$ cat src/rtl/ram_stream_pkg.sv
// Shared state encoding and buffer sizing for the RAM read streamer.
package ram_stream_pkg;

    typedef enum logic [1:0] {
        IDLE,
        RUN,
        DRAIN,
        DONE
    } state_t;

    localparam int BUF_DEPTH = 2;
    localparam int OCC_WIDTH = $clog2(BUF_DEPTH + 1);

endpackage

$ cat src/rtl/stream_skid_fifo.sv
// Two-entry buffer; entry 0 is always the head, so the head only moves on a pop.
module stream_skid_fifo
    import ram_stream_pkg::*;
#(
    parameter int WIDTH = 11
) (
    input  logic                 clk,
    input  logic                 reset,
    input  logic                 push,
    input  logic [WIDTH-1:0]     push_data,
    input  logic                 pop,
    output logic [WIDTH-1:0]     head_data,
    output logic                 head_valid,
    output logic [OCC_WIDTH-1:0] occupancy
);

    logic [WIDTH-1:0]     slot0;
    logic [WIDTH-1:0]     slot1;
    logic [OCC_WIDTH-1:0] count;
    logic                 do_pop;
    logic                 do_push;

    assign do_pop  = pop && (count != '0);
    assign do_push = push && ((count != OCC_WIDTH'(BUF_DEPTH)) || do_pop);

    // NOTE: registers use non-blocking assignments so every flop samples pre-edge values.
    always_ff @(posedge clk) begin
        // NOTE: both entries are cleared too, so the head reads zero after reset instead of stale data.
        if (reset) begin
            slot0 <= '0;
            slot1 <= '0;
            count <= '0;
        end else begin
            case ({do_push, do_pop})
                2'b10: begin
                    if (count == '0) slot0 <= push_data;
                    else             slot1 <= push_data;
                    count <= count + OCC_WIDTH'(1);
                end
                2'b01: begin
                    slot0 <= slot1;
                    count <= count - OCC_WIDTH'(1);
                end
                2'b11: begin
                    if (count == OCC_WIDTH'(1)) begin
                        slot0 <= push_data;
                    end else begin
                        slot0 <= slot1;
                        slot1 <= push_data;
                    end
                end
                default: ;
            endcase
        end
    end

    assign head_data  = slot0;
    assign head_valid = (count != '0);
    assign occupancy  = count;

endmodule

$ cat src/rtl/ram_read_streamer.sv
// Burst read sequencer: walks base/stride addresses into a RAM read port and
// streams the returned words out with valid/ready and a last flag.
module ram_read_streamer
    import ram_stream_pkg::*;
#(
    parameter int DATA_WIDTH  = 10,
    parameter int ADDR_WIDTH  = 12,
    parameter int COUNT_WIDTH = 16,
    parameter int RAM_LATENCY = 1
) (
    input  logic                   clk,
    input  logic                   reset,
    input  logic                   cfg_start,
    input  logic [ADDR_WIDTH-1:0]  cfg_base_addr,
    input  logic [ADDR_WIDTH-1:0]  cfg_stride,
    input  logic [COUNT_WIDTH-1:0] cfg_count,
    output logic                   busy,
    output logic                   done,
    output logic                   mem_read_req,
    output logic [ADDR_WIDTH-1:0]  mem_read_addr,
    input  logic [DATA_WIDTH-1:0]  mem_read_data,
    output logic [DATA_WIDTH-1:0]  m_data,
    output logic                   m_valid,
    input  logic                   m_ready,
    output logic                   m_last
);

    localparam int PEND_WIDTH = OCC_WIDTH + 1;

    state_t                 state;
    state_t                 state_next;
    logic [ADDR_WIDTH-1:0]  addr;
    logic [ADDR_WIDTH-1:0]  stride;
    logic [COUNT_WIDTH-1:0] remaining;
    logic                   inflight;
    logic                   inflight_last;
    logic [OCC_WIDTH-1:0]   occupancy;
    logic [PEND_WIDTH-1:0]  pending;
    logic                   pop;
    logic                   push;
    logic                   push_last;
    logic                   issue_last;
    logic [DATA_WIDTH:0]    head;

    // Reads are only issued when a buffer slot is guaranteed for the returning word.
    assign pop          = m_valid && m_ready;
    assign pending      = PEND_WIDTH'(occupancy) + PEND_WIDTH'(inflight) - PEND_WIDTH'(pop);
    assign issue_last   = (remaining == COUNT_WIDTH'(1));
    assign mem_read_req = (state == RUN) && (pending < PEND_WIDTH'(BUF_DEPTH));
    assign mem_read_addr = addr;

    assign busy = (state != IDLE);
    assign done = (state == DONE);

    assign push      = (RAM_LATENCY == 0) ? mem_read_req : inflight;
    assign push_last = (RAM_LATENCY == 0) ? issue_last   : inflight_last;

    always_comb begin
        // NOTE: default first so every path assigns state_next and no latch is inferred.
        state_next = state;
        case (state)
            IDLE:    if (cfg_start) state_next = (cfg_count == '0) ? DONE : RUN;
            RUN:     if (mem_read_req && issue_last) state_next = DRAIN;
            // Leave as soon as the buffer empties this cycle, so done follows the last handshake directly.
            DRAIN:   if (!inflight && (occupancy == OCC_WIDTH'(pop))) state_next = DONE;
            DONE:    state_next = IDLE;
            default: state_next = IDLE;
        endcase
    end

    always_ff @(posedge clk) begin
        if (reset) begin
            state         <= IDLE;
            addr          <= '0;
            stride        <= '0;
            remaining     <= '0;
            inflight      <= 1'b0;
            inflight_last <= 1'b0;
        end else begin
            state <= state_next;
            if (state == IDLE && cfg_start) begin
                addr      <= cfg_base_addr;
                stride    <= cfg_stride;
                remaining <= cfg_count;
            end else if (mem_read_req) begin
                addr      <= addr + stride;
                remaining <= remaining - COUNT_WIDTH'(1);
            end
            inflight      <= (RAM_LATENCY == 1) && mem_read_req;
            inflight_last <= issue_last;
        end
    end

    stream_skid_fifo #(
        .WIDTH(DATA_WIDTH + 1)
    ) u_fifo (
        .clk       (clk),
        .reset     (reset),
        .push      (push),
        .push_data ({push_last, mem_read_data}),
        .pop       (pop),
        .head_data (head),
        .head_valid(m_valid),
        .occupancy (occupancy)
    );

    assign m_data = head[DATA_WIDTH-1:0];
    assign m_last = head[DATA_WIDTH];

endmodule
$ cat config.mk
export PLATFORM = sky130hd
export DESIGN_NAME = ram_read_streamer
export DESIGN_NICKNAME = d
export VERILOG_FILES = /design/src/rtl/ram_stream_pkg.sv /design/src/rtl/stream_skid_fifo.sv /design/src/rtl/ram_read_streamer.sv
export SDC_FILE = /design/constraint.sdc
export NUM_CORES = 1
export LEC_CHECK = 0
export ABC_AREA = 1
export CAP_MARGIN = 20
export CORE_UTILIZATION = 40
export DETAILED_ROUTE_END_ITERATION = 7
export PLACE_DENSITY_LB_ADDON = 0.05
export SLEW_MARGIN = 25
export SYNTH_ARGS = -nofsm -noshare
export SYNTH_HDL_FRONTEND = slang
export SYNTH_SLANG_ARGS = --single-unit
$ cat constraint.sdc
create_clock -name clk -period 4 [get_ports clk]
set_clock_uncertainty 0.05 [all_clocks]
set_input_delay 0.8 -clock clk [delete_from_list [all_inputs] [get_ports clk]]
set_output_delay 0.8 -clock clk [all_outputs]
set_load 0.01 [all_outputs]
==> results of run 1 <==
## cells in the mapped netlist
master / number / area share [%]
dfxtp_1: 68 / 35
buf_2: 6 / 0.77
mux2i_1: 6 / 1.5
nand2_2: 2 / 0.32
nand3b_1: 2 / 0.38
inv_1: 59 / 5.6
nor2_1: 85 / 8.1
o31ai_1: 2 / 0.38
inv_2: 5 / 0.48
clkinv_2: 1 / 0.13
nor2_2: 1 / 0.16
nor3_2: 1 / 0.26
a21oi_1: 38 / 4.9
buf_1: 1 / 0.096
nor3_1: 10 / 1.3
o211ai_1: 2 / 0.38
buf_6: 1 / 0.29
xor2_1: 8 / 1.8
buf_4: 2 / 0.38
xnor2_1: 3 / 0.67
nand4_1: 7 / 1.1
nand2_1: 132 / 13
o21ai_2: 1 / 0.22
ha_1: 22 / 7.0
clkbuf_2: 1 / 0.13
or2_2: 5 / 0.80
fa_1: 2 / 1.0
a2bb2oi_1: 1 / 0.22
o21ai_0: 49 / 6.3
nand2_4: 1 / 0.29
clkbuf_1: 9 / 0.86
o22ai_1: 2 / 0.32
nand3_1: 30 / 3.8
a31oi_1: 14 / 2.2
o21ai_1: 3 / 0.38
## power by group
part | internal, mW | switching, mW
sequential | 0.885 | 0.163
clock | 0.299 | 0.296
combinational | 0.772 | 1.03
## layout make-up
type,count,area [sq um],share of cell area (%)
Clock buffer,9,124,2.44
Clock inverter,7,82.6,1.62
Inverter,65,245,4.82
Multi-Input combinational cell,429,2210,43.6
Sequential cell,68,1360,26.8
Tap cell,129,161,3.17
Timing Repair Buffer,92,893,17.6
## worst register-to-register path: cells and delay by family, from the launching register on
family | cells | cell delay, ns
AND/OR/NAND/NOR | 7 | 0.66
flip-flops | 1 | 0.40
buffers and inverters | 8 | 0.91
adder cells (fa/ha/maj) | 3 | 0.80
AO/OA/AOI/OAI | 1 | 0.09
## cells by family (layout without fill, tap and decap cells)
kind of cell               Yosys count  count (layout)  share of synthesized area (%)
and+or+nand+nor                    276             276                           29.2
AOI/OAI and AO/OA                  112             112                           15.3
adders and majority gates           24              24                           8.04
muxes                                6               6                           1.53
buffers and inverters               85             173                           8.78
DFF                                 68              68                           34.7
xor gates and xnor gates            11              11                           2.46
## layer usage
metal	global-route usage, %	up-vias	wire length, um
li1	-	2067	-
met1	26.4	1663	4790
met2	34.0	79	4350
met3	5.55	10	520
met4	5.35	0	84
met5	0	-	0
## per-stage QoR
step           worst slack [ns]  hold slack, ns  instances  power (mW)
2_1_floorplan             0.873           0.380        582        2.28
3_3_place_gp             0.0721           0.403        783        2.84
3_5_place_dp             0.0299           0.411        783        2.86
4_1_cts                  0.0294           0.417        799        3.48
5_1_grt                   0.274           0.455        799        3.78
6_report                  0.438           0.414        799        3.44
## sequential cells by signal (all words and copies together), names as in the netlist
| name | flops |
|---|---|
| remaining | 16 |
| mem_read_addr | 12 |
| stride | 12 |
| u_fifo.head_data | 11 |
| u_fifo.slot1 | 11 |
| state | 2 |
| u_fifo.occupancy | 2 |
| inflight | 1 |
| inflight_last | 1 |
## how the worst max path moves through the flow
stage	from	to	slack, ns
2_1_floorplan	m_ready	mem_read_req	0.87
5_1_grt	m_ready	mem_read_req	0.27
3_3_place_gp	m_ready	mem_read_req	0.07
6_report	m_ready	mem_read_req	0.44
4_1_cts	m_ready	mem_read_req	0.03
3_5_place_dp	m_ready	mem_read_req	0.03
==> flow_summary.yaml, run 1 <==
worst_hold_path:
  hold_depth: 2
  worstHoldStart: "inflight_last"
  hold_end: "u_fifo.slot1[10]"
  min_path_type: "reg -> reg"
route:
  drt-wirelength-per-cell_um: 12.2
  vias_per_cell: 4.78
  wirelength_mm: 9.75
  first_iter_violations: 177
  ant_nets: 0
  drc_errors: 0
  vias: 3819
  first_pass_iters: 5
place:
  dp_hpwl_mm: 7.21
  io_buffers: 80
  gp_congestion: 0.876
  dpl-instance-area_sq_um: 4870
setup_path:
  cp.depth: 10
  r2r_cells: 19
  cpMostUsedCell: "nand2_1"
  cp-end-kind: "output port"
  reg2reg_to: "remaining[15]"
  crit_type: "in -> out"
  slowest_stage: "fa_1"
  crit_required_ns: 3.15
  path_delay_family: "buffers and inverters"
  path_max_fanout: 2
  r2r-start: "u_fifo.occupancy[1]"
  r2r_slack_ns: 0.99
  cp_slowest_stage_delay_ns: 0.48
  crit_chain: "clkdlybuf4s50_1, nand2_1, inv_1, ha_1, inv_1, nand2_1, fa_1, nand2_1, nor3_2, dlymetal6s2s_1"
  cp-start-kind: "input port"
  crit_buf_inv: 4
  crit_arrival_ns: 2.71
outcome:
  status: "complete, no violations"
synth:
  synth.yosys.seq_area_share_pct: 34.7
  synth_nets: 660
  syn_area_sq_um: 3920
  syn_avg_cell_area_sq_um: 6.74
  synthCells: 582
  yosys.cell_types.count: 35
  synth-seq-cells: 68
  yosysWarnings: 0
power_and_ir_drop:
  ir_drop_v: 0.000450
  p_leak_nw: 2.34
  power_density_nw_per_um2: 677
clock_tree:
  clock-sinks: 68
  cts_buffer_depth: 2
  cts_made_buffers: 9
  cts_setup_buffers: 0
  root_buffer: "clkbuf_8"
  clk_pin_slew_ns: 0.08
  insertion_delay_ns: 0.35
  cts_tree: "built"
  cts_hold_buf: 0
  cts_resized: 0
  htreeDepth: 3
layout:
  layout-drive-gt1-share_pct: 6.87
  nets: 743
  final_common_cell: "nand2_1"
  final_util_pct: 54.2
  fillCellCount: 964
  diodes: 0
  syn2layout_area_growth_pct: 29.7
  stdcell_area_sq_um: 5080
  layout_common_cells: "132 x nand2_1, 85 x nor2_1, 79 x clkdlybuf4s50_1"
global_routing:
  grt_pass1_wl_mm: 16.4
  grt_overflow: 0
  grt_pass1_vias: 3522
  antenna_found_initial: 0
  grtUsageTotal_pct: 20.6
  grt_max_degree: 45
die:
  io_pins: 81
  fp.dieH_um: 101
  start_util_pct: 41.8
  core_area_sq_um: 9370
  die_x_um: 101
  die_area_sq_um: 10200
  fp-row-count: 35
sta:
  min_period_ns: 3.56
  finalSetupViolations: 0
  slew_headroom_pct: 68.5
  tightestPinTransition_ns: 0.471
  timing.final.max_slew_violations: 0
  fin_crit_sh_pct: 89.0
  timing.fmax_ghz: 0.281
  tns_ns: 0
  rsz0062_at_grt: "no"
  hold_viol_final: 0
flow_run:
  max-cap-violations: 0
No activity file was read; power rests on OpenSTA's default activity.
==> run 2, diff against run 1 <==
- CTS_CLUSTER_DIAMETER: default -> 150
- PLACE_DENSITY_LB_ADDON: 0.05 -> default
- RECOVER_POWER: default -> 100
==> run 2 against run 1 <==
Against the previous run:
- non-clock buffer count decreased by 6
- total power decreased by 5.0%
- clock-buffer cell count unchanged
- die area unchanged
- largest cell class unchanged
- global-route usage increased by 0.25 points
- final cell count decreased by 0.75%
- flip-flop and latch count unchanged
- register-to-register slack got worse by 0.18 ns
- worst hold slack got worse by 0.0010 ns
- via count increased by 0.89%
- clock power decreased by 13%
- largest power group unchanged
- routed wire length increased by 2.9%
==> flow_summary.yaml, run 2 (synthesis results as in run 1) <==
route:
  vias_per_cell: 4.86
  drt-wirelength-per-cell_um: 12.6
  first_iter_violations: 85
  drc_errors: 0
  vias: 3853
  wirelength_mm: 10.0
  ant_nets: 0
  first_pass_iters: 4
global_routing:
  antenna_found_initial: 0
  grt_pass1_vias: 3597
  grt_pass1_wl_mm: 16.6
  grt_max_degree: 37
  grt_overflow: 0
  grtUsageTotal_pct: 20.8
clock_tree:
  cts_made_buffers: 9
  htreeDepth: 3
  root_buffer: "clkbuf_8"
  clock-sinks: 68
  insertion_delay_ns: 0.34
  cts_setup_buffers: 0
  cts_buffer_depth: 2
  cts_tree: "built"
  clk_pin_slew_ns: 0.08
sta:
  slew_headroom_pct: 13.3
  min_period_ns: 3.70
  rsz0062_at_grt: "no"
  timing.final.max_slew_violations: 0
  timing.fmax_ghz: 0.270
  setup_ws_ns: 0.301
  finalSetupViolations: 0
  fin_crit_sh_pct: 92.5
  hold_viol_final: 0
  tns_ns: 0
  tightestPinTransition_ns: 1.30
  whs_ns: 0.413
place:
  io_buffers: 80
  pre_cts_ws_ns: 0.00436
  gp_congestion: 0.857
  dp_hpwl_mm: 7.43
  dpl-instance-area_sq_um: 4830
  place_inst: 777
worst_hold_path:
  hold_end: "u_fifo.slot1[10]"
  hold_depth: 2
  worstHoldStart: "inflight_last"
  min_path_type: "reg -> reg"
layout:
  top_register: "remaining"
  diodes: 0
  layout-drive-gt1-share_pct: 4.82
  stdcell_area_sq_um: 4980
  final_common_cell: "nand2_1"
  final_util_pct: 53.2
  layout_common_cells: "134 x nand2_1, 85 x nor2_1, 67 x dfxtp_1"
  largest_register_ffs: 16
  nets: 737
  syn2layout_area_growth_pct: 27.1
  final_cells: 793
flow_run:
  max-cap-violations: 0
die:
  core_area_sq_um: 9370
  die_area_sq_um: 10200
  io_pins: 81
  fp.dieH_um: 101
  fp-row-count: 35
  start_util_pct: 41.8
  die_x_um: 101
setup_path:
  cp-end-kind: "output port"
  crit_arrival_ns: 2.85
  r2r_cells: 18
  reg2reg_to: "remaining[8]"
  r2r_slack_ns: 0.81
  path_max_fanout: 2
  crit_required_ns: 3.15
  crit_type: "in -> out"
  cp-start-kind: "input port"
  r2r-start: "u_fifo.occupancy[0]"
power_and_ir_drop:
  ir_drop_v: 0.000448
  power_density_nw_per_um2: 656
  power.total_mw: 3.27
  p_leak_nw: 2.35
outcome:
  status: "complete, no violations"
==> run 2: cell count changes in the layout (fill, tap and decap cells not counted), moves of 4 or more <==
cell | previous run | this run
buf_4 | 12 | 2
clkbuf_1 | 0 | 4
clkdlybuf4s50_1 | 79 | 50
dlygate4sd3_1 | 0 | 29
==> run 2: critical path, cell delays in order <==
cell            delay, ns
dlygate4sd3_1        0.53
nand2_1              0.08
inv_1                0.06
ha_1                 0.27
inv_1                0.08
nand2_1              0.06
fa_1                 0.48
nand2_1              0.08
nor3_2               0.23
dlymetal6s2s_1       0.19
==> run 2: final cells by class <==
| type | count | area [sq um] |
|---|---|---|
| flip-flops and latches | 68 | 1360 |
| repair buffers | 86 | 833 |
| clock inverters | 7 | 51.3 |
| inverters | 65 | 245 |
| clock buffers | 9 | 124 |
| fillers | 1006 | 4390 |
| well taps | 129 | 161 |
| multi-input cells | 429 | 2200 |
==> run 2: worst max path at each step <==
| stage | cells after the start | slack, ns | startpoint | to |
|---|---|---|---|---|
| 2_1_floorplan | 8 | 0.87 | m_ready | mem_read_req |
| 6_report | 10 | 0.30 | m_ready | mem_read_req |
| 4_1_cts | 10 | 0.006 | m_ready | mem_read_req |
| 3_3_place_gp | 10 | 0.07 | m_ready | mem_read_req |
| 3_5_place_dp | 10 | 0.004 | m_ready | mem_read_req |
| 5_1_grt | 10 | 0.17 | m_ready | mem_read_req |
==> run 2: where the power goes <==
| part | leakage (nW) | total (mW) | switching (mW) | internal (mW) |
|---|---|---|---|---|
| Sequential | 0.558 | 1.05 | 0.165 | 0.885 |
| Clock | 0.0860 | 0.515 | 0.287 | 0.228 |
| Combinational | 1.71 | 1.71 | 1.02 | 0.688 |
==> run 2: routing by layer <==
metal | share of wire [%] | vias to the layer above | global-route usage (%)
met4 | 2.0 | 0 | 8.14
li1 | - | 2038 | -
met3 | 4.3 | 17 | 4.09
met5 | 0 | - | 0
met1 | 49 | 1716 | 27.2
met2 | 45 | 82 | 33.8
==> run 2: timing repair <==
item,CTS,global route
endpoints found under the setup margin,1,1
resized for setup,1,1
pin swaps,0,0
hold buffers,0,0
==> run 3, diff against run 2 <==
- ABC_AREA: 1 -> default
- CORE_UTILIZATION: 40 -> 50
- PLACE_DENSITY: default -> 0.79
- TNS_END_PERCENT: default -> 20
==> run 3 against run 2 <==
Against the previous run:
- final area fell by 4.0%
- sequential share of layout area grew 1.1 points
- register-to-register slack got worse by 0.47 ns
- global-route usage increased by 3.1 points
- critical path depth increased by 3
- clock power up 14%
- sequential power about the same
- clock-buffer cell count unchanged
- worst setup slack lost 0.11 ns
- maximum frequency decreased by 2.9%
- die area shrank 24%
- largest power group unchanged
- critical path type is now in -> reg
- flip-flop and latch count unchanged
==> flow_summary.yaml, run 3 <==
outcome:
  status: "complete, no violations"
sta:
  timing.final.max_slew_violations: 0
  timing.fmax_ghz: 0.262
  slew_headroom_pct: 44.9
  tightestPinTransition_ns: 0.826
  min_period_ns: 3.81
  fin_crit_sh_pct: 95.2
  tns_ns: 0
  finalSetupViolations: 0
  rsz0062_at_grt: "no"
  hold_viol_final: 0
clock_tree:
  insertion_delay_ns: 0.35
  htreeDepth: 3
  cts_buffer_depth: 2
  cts_made_buffers: 9
  clock-sinks: 68
  clk_pin_slew_ns: 0.08
  root_buffer: "clkbuf_8"
  cts_tree: "built"
synth:
  synth_nets: 514
  ys_top_cells_by_area: "dfxtp_1 37%, ha_1 7.5%, mux2i_1 7.1%, a211oi_1 5.1%, nor2_1 5.1%"
  synth_ff_type: "dfxtp_1"
  syn_avg_cell_area_sq_um: 8.45
  yosys.cell_types.count: 49
  yosysWarnings: 0
  yosys.area.top_type: "dfxtp_1"
  synth_top_cells_by_count: "68 x dfxtp_1, 50 x nor2_1, 49 x nand2_1, 31 x a21oi_1, 26 x mux2i_1"
  syn_area_sq_um: 3680
  synthArstFlopShare_pct: 0
  synthCells: 436
  synth-edff-count: 0
  synth.yosys.seq_area_share_pct: 36.9
  synth-seq-cells: 68
  yosysMostFrequentCell: "dfxtp_1"
  synth.top_cell.area_share_pct: 36.9
die:
  core_area_sq_um: 6940
  fp.dieH_um: 87.8
  die_x_um: 87.8
  fp-row-count: 30
  die_area_sq_um: 7720
  io_pins: 81
  start_util_pct: 53.1
layout:
  diodes: 0
  nets: 591
  top_register: "remaining"
  layout_common_cells: "67 x dfxtp_1, 52 x clkdlybuf4s50_1, 50 x nor2_1"
  final_util_pct: 68.9
  syn2layout_area_growth_pct: 29.8
  final_common_cell: "dfxtp_1"
  stdcell_area_sq_um: 4780
  layout-drive-gt1-share_pct: 6.76
  largest_register_ffs: 16
setup_path:
  cp-startpoint: "m_ready"
  crit_arrival_ns: 3.97
  r2r-start: "u_fifo.occupancy[1]"
  crit_required_ns: 4.16
  r2r_slack_ns: 0.34
  cp-start-kind: "input port"
  reg2reg_to: "state[1]"
  path_max_fanout: 3
  r2r_cells: 15
  cp-end-kind: "register"
  crit_type: "in -> reg"
route:
  drt-wirelength-per-cell_um: 14.2
  drc_errors: 0
  vias: 3387
  first_iter_violations: 128
  first_pass_iters: 4
  ant_nets: 0
  wirelength_mm: 8.72
  vias_per_cell: 5.52
worst_hold_path:
  min_path_type: "reg -> reg"
  worstHoldStart: "stride[4]"
  hold_depth: 2
  hold_end: "stride[4]"
place:
  dp_hpwl_mm: 6.21
  gp_congestion: 0.896
  dpl-instance-area_sq_um: 4580
  io_buffers: 80
global_routing:
  grt_max_degree: 57
  antenna_found_initial: 0
  grt_pass1_wl_mm: 14.4
  grt_overflow: 0
  grt_pass1_vias: 3155
  grtUsageTotal_pct: 23.9
flow_run:
  max-cap-violations: 0
power_and_ir_drop:
  power_density_nw_per_um2: 671
  ir_drop_v: 0.000333
  p_leak_nw: 2.08
[run 3: changes by cell type after synthesis, sizes merged, moves of 12 or more]
cell	change
mux2i	+20
nand2	-86
inv	-52
a211oi	+25
nand3	-24
xnor2	+12
o21ai	-34
nor2	-34
[run 3: worst max path at each step]
stage              endpoint  slack (ns)  depth (start not counted)
6_report           state[1]        0.19                         13
3_5_place_dp       state[1]       -0.08                         12
2_1_floorplan  mem_read_req        0.24                         13
3_3_place_gp   mem_read_req       -0.03                         10
4_1_cts            state[1]        0.18                         13
5_1_grt            state[1]        0.03                         13
[run 3: where the power goes]
part,leakage [nW],switching [mW],internal [mW]
clock network,0.0973,0.291,0.296
registers,0.558,0.163,0.882
logic,1.42,0.867,0.712
total,2.08,1.32,1.89
[run 3: logic make-up (layout without fill, tap and decap cells)]
logic type	count (synthesis)	count (layout)	share of synthesized area, %
xor gates and xnor gates	19	19	4.52
AOI/OAI and AO/OA	108	108	19.0
muxes	28	28	7.67
and+or+nand+nor	152	152	19.4
buffers and inverters	37	119	3.84
DFF	68	68	36.9
adders and majority gates	24	24	8.56
[run 3: cell type report]
cell class / count / area, sq um
clock inverters: 7 / 80.1
inverters: 12 / 45.0
flip-flops and latches: 68 / 1360
repair buffers: 91 / 862
well taps: 96 / 120
fillers: 558 / 2160
multi-input cells: 331 / 2190
clock buffers: 9 / 124
[run 3: worst max-delay path, stage by stage]
cell and delay (ns):
clkdlybuf4s50_1 0.47, nand2_1 0.07, inv_1 0.08, ha_1 0.23
nand2b_1 0.16, fa_1 0.38, xnor2_1 0.19, nand3_2 0.14
buf_4 0.18, or4_4 0.53, a221o_1 0.40, a211oi_1 0.25
a211oi_1 0.08
[run 3: metrics by stage]
stage / std cells / setup slack [ns] / hold slack, ns / total power [mW]
CTS: 614 / 0.178 / 0.413 / 3.28
detailed placement: 597 / -0.0803 / 0.403 / 2.67
finish: 614 / 0.190 / 0.411 / 3.21
global route: 614 / 0.0303 / 0.434 / 3.47
global placement: 597 / -0.0279 / 0.399 / 2.62
floorplan: 436 / 0.242 / 0.390 / 2.11
[run 3: timing repair]
item	CTS	global route
cloned	0	0
resized for setup	2	1
hold endpoints to repair	0	0
hold buffers	0	0
setup buffers	1	0
endpoints found under the setup margin	1	1
pin swaps	2	0
[run 3: routing by layer]
metal | GRT usage [%] | up-vias | share of wire, %
met5 | 0 | - | 0
met4 | 9.69 | 0 | 1.8
met3 | 4.71 | 16 | 4.6
met2 | 40.7 | 86 | 48
met1 | 29.7 | 1574 | 46
li1 | - | 1711 | -
